==> config.mk <==
export PLATFORM = sky130hd
export DESIGN_NAME = bsg_tag_packet_tx
export DESIGN_NICKNAME = d
export VERILOG_FILES = /design/src/rtl/bsg_tag_pkg.sv /design/src/rtl/bsg_tag_tx_shifter.sv /design/src/rtl/bsg_tag_packet_tx.sv
export SDC_FILE = /design/constraint.sdc
export NUM_CORES = 1
export LEC_CHECK = 0
export CAP_MARGIN = 20
export CORE_MARGIN = 8
export CORE_UTILIZATION = 50
export DETAILED_ROUTE_END_ITERATION = 8
export HOLD_SLACK_MARGIN = 0.06
export MAX_ROUTING_LAYER = met4
export PLACE_DENSITY = 0.84
export SLEW_MARGIN = 10
export SYNTH_ARGS = -nofsm -noshare
export SYNTH_HDL_FRONTEND = slang
export SYNTH_SLANG_ARGS = --single-unit
==> constraint.sdc <==
create_clock -name clk_i -period 4.1 [get_ports clk_i]
set_input_delay 0.41 -clock clk_i [delete_from_list [all_inputs] [get_ports clk_i]]
set_output_delay 0.41 -clock clk_i [all_outputs]
set_load 0.03 [all_outputs]
==> src/rtl/bsg_tag_pkg.sv <==
// bsg_tag_pkg: shared FSM state type, sizing helpers and header layout for the tag transmitter
package bsg_tag_pkg;

    typedef enum logic [2:0] {e_idle, e_start, e_hdr, e_pay, e_gap} bsg_tag_tx_state_e;

    function automatic int safe_clog2(input int x);
        return (x <= 1) ? 1 : $clog2(x);
    endfunction

    function automatic int width_for(input int x);
        return (x <= 1) ? 1 : $clog2(x + 1);
    endfunction

    function automatic int max3(input int a, input int b, input int c);
        return (a > b) ? ((a > c) ? a : c) : ((b > c) ? b : c);
    endfunction

endpackage

`ifndef DECLARE_BSG_TAG_HEADER_S
`define DECLARE_BSG_TAG_HEADER_S(id_width_mp, lg_width_mp) \
    typedef struct packed { \
        logic [lg_width_mp-1:0] len; \
        logic data_not_reset; \
        logic [id_width_mp-1:0] nodeID; \
    } bsg_tag_header_s
`endif

==> src/rtl/bsg_tag_tx_shifter.sv <==
// bsg_tag_tx_shifter: loadable LSB-first parallel-in serial-out register
module bsg_tag_tx_shifter #(
    parameter int width_p = 22
) (
    input  logic               clk_i,
    input  logic               reset_n_i,
    input  logic               load_i,
    input  logic [width_p-1:0] data_i,
    input  logic               shift_i,
    output logic               data_o
);

    logic [width_p-1:0] sr;

    // load wins over shift; zeros fill from the top
    always_ff @(posedge clk_i or negedge reset_n_i)
        if (!reset_n_i) sr <= '0;
        else if (load_i) sr <= data_i;
        else if (shift_i) sr <= {1'b0, sr[width_p-1:1]};

    assign data_o = sr[0];

endmodule

==> src/rtl/bsg_tag_packet_tx.sv <==
// bsg_tag_packet_tx: serializes one parallel tag command onto the single-bit bsg_tag line
module bsg_tag_packet_tx
    import bsg_tag_pkg::*;
#(
    parameter int els_p      = 3,
    parameter int lg_width_p = 4,
    parameter int gap_p      = 2
) (
    input  logic                           clk_i,
    input  logic                           reset_n_i,
    input  logic                           v_i,
    output logic                           ready_and_o,
    input  logic [safe_clog2(els_p)-1:0]   node_id_i,
    input  logic                           data_not_reset_i,
    input  logic [lg_width_p-1:0]          len_i,
    input  logic [(1 << lg_width_p)-2:0]   payload_i,
    output logic                           tag_data_o,
    output logic                           busy_o
);

    localparam int id_width  = safe_clog2(els_p);
    localparam int hdr_width = id_width + 1 + lg_width_p;
    localparam int pay_width = (1 << lg_width_p) - 1;
    localparam int ctr_width = width_for(max3(hdr_width, pay_width, gap_p));
    localparam logic [ctr_width-1:0] hdr_last = ctr_width'(hdr_width - 1);
    localparam logic [ctr_width-1:0] gap_last = ctr_width'(gap_p - 1);

    `DECLARE_BSG_TAG_HEADER_S(id_width, lg_width_p);

    bsg_tag_header_s        hdr;
    bsg_tag_tx_state_e      state;
    logic [ctr_width-1:0]   ctr;
    logic [lg_width_p-1:0]  len_r;
    logic                   sr_bit, load, shift, pay_last;

    assign hdr         = {len_i, data_not_reset_i, node_id_i};
    assign ready_and_o = state == e_idle;
    assign busy_o      = state != e_idle;
    assign load        = ready_and_o & v_i;
    assign shift       = state inside {e_start, e_hdr, e_pay};
    assign pay_last    = (ctr + ctr_width'(1)) == ctr_width'(len_r);

    bsg_tag_tx_shifter #(.width_p(hdr_width + pay_width)) shifter (
        .clk_i    (clk_i),
        .reset_n_i(reset_n_i),
        .load_i   (load),
        .data_i   ({payload_i, hdr}),
        .shift_i  (shift),
        .data_o   (sr_bit)
    );

    // the line flop is loaded with the bit for the state being entered, so it is valid for the whole cycle
    always_ff @(posedge clk_i or negedge reset_n_i)
        if (!reset_n_i) begin
            state      <= e_idle;
            ctr        <= '0;
            len_r      <= '0;
            tag_data_o <= 1'b0;
        end else begin
            case (state)
                e_idle: if (v_i) begin
                    state      <= e_start;
                    len_r      <= hdr.len;
                    tag_data_o <= 1'b1;
                end
                e_start: begin
                    state      <= e_hdr;
                    ctr        <= '0;
                    tag_data_o <= sr_bit;
                end
                e_hdr: if (ctr == hdr_last) begin
                    state      <= (len_r != '0) ? e_pay : e_gap;
                    ctr        <= '0;
                    tag_data_o <= (len_r != '0) & sr_bit;
                end else begin
                    ctr        <= ctr + ctr_width'(1);
                    tag_data_o <= sr_bit;
                end
                e_pay: if (pay_last) begin
                    state      <= e_gap;
                    ctr        <= '0;
                    tag_data_o <= 1'b0;
                end else begin
                    ctr        <= ctr + ctr_width'(1);
                    tag_data_o <= sr_bit;
                end
                e_gap: begin
                    tag_data_o <= 1'b0;
                    if (ctr == gap_last) begin
                        state <= e_idle;
                        ctr   <= '0;
                    end else ctr <= ctr + ctr_width'(1);
                end
                default: state <= e_idle;
            endcase
        end

endmodule

## Word-level counts from Yosys, hierarchy flattened

Cells that the tools add are included.

| word-level totals | value |
|---|---|
| register bits after elaboration | 34 |
| input port bits | 25 |
| logic and storage cells | 45 |

| cells by class | value |
|---|---|
| $add $sub $neg | 1 |
| equal/unequal tests | 11 |
| multiplexer cells | 16 |
| bitwise logic cells | 2 |
| reduce and logical (&&, ||, !) cells | 10 |

Operators with widths:

| cell | number |
|---|---|
| two-way mux 22 bit | 2 |
| case mux 4 bit (4 select lines) | 1 |
| two-way mux 3 bit | 5 |
| case mux 3 bit (5 select lines) | 1 |
| two-way mux 4 bit | 3 |
| nonzero test 4 bit | 2 |
| == test 3 x 2 -> 1 bit (second input constant) | 2 |
| != test 2 bit (second input constant) | 3 |
| nonzero test 3 bit | 2 |
| case mux 1 bit (5 select lines) | 1 |
| nonzero test 5 bit | 1 |
| adder 4 x 1 -> 4 bit (second input constant) | 1 |
| == test 4 x 1 -> 1 bit (second input constant) | 1 |
| == test 4 x 3 -> 1 bit (second input constant) | 1 |
| == test 4 bit | 1 |
| AND reduction 2 bit | 2 |
| AND reduction 4 bit | 1 |
| == test 3 x 1 -> 1 bit (second input constant) | 1 |
| == test 3 bit (second input constant) | 1 |
| logical NOT 3 bit | 1 |
| two-way mux 1 bit | 3 |
| AND 1 bit | 2 |
| != test 2 x 1 -> 1 bit (second input constant) | 1 |
| nonzero test 2 bit | 1 |

## Depth between registers and ports, before layout

| logic depth | value |
|---|---|
| depth in word-level cells | 4 |
| depth in mapped cells | 7 |
| gate-level depth less buffers | 7 |

## Cells and area by module

Synthesis repeated with hierarchy kept, for this count alone.

| unflattened totals | value |
|---|---|
| cells, all modules | 182 |
| area, all modules | 1,844.3 µm² |

By module, submodules not included:

| module | times used | cells each | area each (µm²) |
|---|---|---|---|
| bsg_tag_tx_shifter | 1 | 96 | 1,039.7 |
| bsg_tag_packet_tx | 1 | 86 | 804.5 |

## Worst setup path before layout

No wires, ideal clock.

| timing path | value |
|---|---|
| path type | register -> register |
| from | reg ctr[0] |
| to | reg tag_data_o |
| library setup time | 0.118 ns |
| arrival | 1.732 ns |
| slack | 2.250 ns |
| cell stages (with the launch flop) | 7 |
| path buffers | 0 |
| clock period less this slack | 1.850 ns |
| cell sequence | dfrtp_1 -> ha_1 -> xor3_1 -> nor3_2 -> a31oi_1 -> a211o_1 -> a21o_1 |

| between the ends | value |
|---|---|
| word-level cells in the longest chain between the ends | 4 |
| elaborated cells on any way between the ends | 6 |
| those cells by class | 1 x add/sub; 2 x eq/ne; 3 x mux |

RTL lines:

| element | line | source |
|---|---|---|
| start: declaration | bsg_tag_packet_tx.sv:32 | `logic [ctr_width-1:0] ctr;` |
| start signal: assignment | bsg_tag_packet_tx.sv:76 | `ctr <= ctr + ctr_width'(1);` |
| start signal: assignment | bsg_tag_packet_tx.sv:84 | `ctr <= ctr + ctr_width'(1);` |
| start signal: assignment | bsg_tag_packet_tx.sv:92 | `end else ctr <= ctr + ctr_width'(1);` |
| adder 4 x 1 -> 4 bit | bsg_tag_packet_tx.sv:41 | `assign pay_last = (ctr + ctr_width'(1)) == ctr_width'(len_r);` |
| == test 4 bit | bsg_tag_packet_tx.sv:41 |  |
| two-way mux 1 bit | bsg_tag_packet_tx.sv:79 | `e_pay: if (pay_last) begin` |
| case mux 1 bit (5 select lines) * | bsg_tag_packet_tx.sv:60 | `case (state)` |
| end signal: assignment | bsg_tag_packet_tx.sv:69 | `tag_data_o <= sr_bit;` |
| end signal: assignment | bsg_tag_packet_tx.sv:77 | `tag_data_o <= sr_bit;` |
| end signal: assignment | bsg_tag_packet_tx.sv:85 | `tag_data_o <= sr_bit;` |
| end: declaration | bsg_tag_packet_tx.sv:17 | `output logic tag_data_o,` |

Mark *: on every way between the ends. The rest lies on a longest branch, timed or not.
A chain may end at the register's enable or synchronous reset.

## Worst setup path after layout

| timing path | value |
|---|---|
| from | reg state[2] |
| to | out ready_and_o |

| between the ends | value |
|---|---|
| word-level cells in the longest chain between the ends | 1 |

RTL lines:

| element | line | source |
|---|---|---|
| start: declaration | bsg_tag_packet_tx.sv:31 | `bsg_tag_tx_state_e state;` |
| start signal: assignment | bsg_tag_packet_tx.sv:55 | `state <= e_idle;` |
| start signal: assignment | bsg_tag_packet_tx.sv:62 | `state <= e_start;` |
| start signal: assignment | bsg_tag_packet_tx.sv:67 | `state <= e_hdr;` |
| logical NOT 3 bit | bsg_tag_packet_tx.sv:37 | `assign ready_and_o = state == e_idle;` |
| end: declaration | bsg_tag_packet_tx.sv:12 | `output logic ready_and_o,` |

No other way between the ends.

==> impl_results.md <==
* Status: finished, final reports clean
* Area grow syn2layout at 22.3%
* Core Area at 0.00331 sq mm
* Die Y at 74.5 um
* Initial antenna violation count at 0
* Pre-CTS WS at 1.77 ns
* Top-count cell post-synth: dfrtp_1
* Routed len/inst at 15.9 um
* Bufs and invs on worst path at 2
* Max-Slew Margin vs Limit at 46.6%
* Clk_skew at 0.00975 ns
* Largest net degree at the start of global routing at 35
* Die area at 0.00555 sq mm
* Crit path max-delay family: buffers and inverters
* Tcrit/Tclk final at 66.0%
* Port Buffers at 27
* Detail Route Antenna Nets at 0
* Fmax at 369 MHz
* Worst path cell trace: or3_1 > inv_1 > clkdlybuf4s50_1
* Clock root buffer: clkbuf_4
* Die X-Extent at 74.5 um
* First-pass GRT wire length at 6.71 mm
* Ys flop type: dfrtp_1
* Clock buffer depth at 2
* Gp weighted congestion at 0.800
* Endpoints failing setup at 0
* Crit Path Max Fanout at 32
* Post-Place Cells at 241
* Critical Path Max Stage Delay at 0.69 ns
* Final Slew Violations at 0
* Vias in the first global route at 1462
* Post-synth ARST share at 100%
* Gr usage total at 16.3%
* CP max-delay cell: dfrtp_1
* FF-to-FF Start: state[1]$_DFFE_PN0P_
* Cell row count at 21
* Top cells by count, synth: 34 x dfrtp_1, 29 x nand2_1, 25 x o21ai_0
* Top cells by area, synth: dfrtp_1 50%, a22oi_1 9.2%, o21ai_0 7.3%
* CTS buffer count at 5
* Clk_lat worst skew at 0.34 ns
* Critical Path Source Type: flip-flop
* Layout cells sized above 1 at 9.36%
* Max_cap viols at 0
* Htree depth at 2
* NumNets Final at 230
* Worst setup startpoint: state[2]$_DFFE_PN0P_
* Syn_area_per_cell at 9.73 sq um
* Seq cells post-synth at 34
* Area leader, netlist: dfrtp_1
* Post-route DRC violation count at 0
* DRT iter0 DRCs at 81
* Fill count at 293
* Seq/Total Area, Yosys at 49.7%
* CTS tree: done
* WS Path Type: flip-flop to output port
* Final setup TNS at 0 ns
* Worst Tran Pin Value at 0.801 ns
* Grt ovf at 0
* IR drop worst, VDD at 0.415 mV
* CP Data Required Time at 3.69 ns
* Vias at 1414
* Initial Util at 51.7%
* Mapped Cells at 176
* Synthesized area at 0.00171 sq mm
* Setup repair bufs after CTS at 0
* Worst Setup End Kind: output port
* RSZ-0062 raised after global routing: false
* Yosys Warn Count at 0
* # clock sinks at 34
* Final cell count without fillers at 249
* Drt total wl at 3.97 mm
* Cts hold-fix bufs at 0
* Share of the synthesized area in the top cell type at 49.7%
* Ant. Diodes at 0
* Fin crit period at 2.71 ns
* Type of the worst min-delay path: input pin to asynchronous set/reset pin
* Static leakage at 0.000891 uW
* TritonRoute pass-1 iters at 5
* Clk slew on worst S/H paths at 0.10 ns
* Ports at 28
* Setup ws final at 1.39 ns
* Yosys cell types at 38
* Post-CTS resize count at 0
* Vias per cell at 5.68
* Pwr Density at 739 mW/mm^2
* DP Wirelength at 2.86 mm
* EDFF count, synth at 0
* Syn_nets at 204
* Hold Worst Slack at 0.466 ns
* Crit path DAT at 2.30 ns
* Final hold violations at 0
==> placed cells by master, fill, tap and decap left out, types with 3 or more instances in the layout <==
cell type	n
mux2_2	4
nand2_1	29
clkbuf_4	5
buf_4	3
o21ai_0	25
clkdlybuf4s50_1	27
nand2b_1	3
dfrtp_1	34
inv_1	7
ha_1	3
a22oi_1	21
nor2_1	8
==> area by class of cell <==
type | count | area, sq um | share of cell area, %
flip-flops and latches | 34 | 851 | 40.6
repair buffers | 30 | 293 | 14.0
clock buffers | 7 | 45.0 | 2.15
inverters | 7 | 26.3 | 1.25
well taps | 46 | 57.6 | 2.75
multi-input cells | 124 | 792 | 37.8
clock inverters | 1 | 30.0 | 1.43
==> worst reg2reg max path: stages (launching register included) <==
cell and delay [ns]:
dfrtp_1 0.47, or2_2 0.52, o21bai_1 0.60, buf_4 0.31, nand2_1 0.08, o21ai_0 0.08
==> cells by family (layout without fill, tap and decap cells) <==
group	after synthesis	after routing	synth area share [%]
and+or+nand+nor	52	52	14.2
xor gates and xnor gates	5	5	3.43
muxes	4	4	2.63
AOI/OAI and AO/OA	60	60	23.8
buffers and inverters	18	45	4.09
DFF	34	34	49.7
adders and majority gates	3	3	2.19
==> layer usage <==
metal | up-vias | routed length, um | global-route usage, %
met3 | 9 | 262 | 4.85
met5 | - | 0 | -
met2 | 48 | 1970 | 26.5
li1 | 677 | - | -
met1 | 680 | 1670 | 18.1
met4 | 0 | 65 | 6.74
==> power breakdown <==
group          leakage, uW  total [uW]  internal [uW]  switching, uW
clock network    0.0000395         236            129            106
registers         0.000433         614            479            135
logic             0.000418         697            309            388
total             0.000891        1550            918            630
==> stage by stage <==
step | utilization, % | total power [uW] | cell area [sq um]
3_3_place_gp | 61.0 | 1260 | 2020
6_report | 63.3 | 1550 | 2090
5_1_grt | 63.3 | 1660 | 2090
4_1_cts | 63.3 | 1560 | 2090
2_1_floorplan | - | 1120 | 1710
3_5_place_dp | 61.0 | 1310 | 2020
==> state kept, by name (all words and copies together), names as in the netlist <==
| name | cells |
|---|---|
| tag_data_o | 1 |
| shifter.sr | 22 |
| ctr | 4 |
| state | 3 |
| len_r | 4 |
==> final timing paths <==
path                                               to  slack, ns  cells after the start
min reg2reg                shifter.sr[20]$_DFFE_PN0P_       0.50                      2
max reg2reg                 shifter.sr[7]$_DFFE_PN0P_       1.96                      5
max in group asynchronous          ctr[1]$_DFFE_PN0N_       3.32                      2
min                        shifter.sr[20]$_DFFE_PN0P_       0.47                      2
max                                       ready_and_o       1.39                      3
min in group clk_i         shifter.sr[20]$_DFFE_PN0P_       0.50                      2
Power figures use the tool's default switching activity.
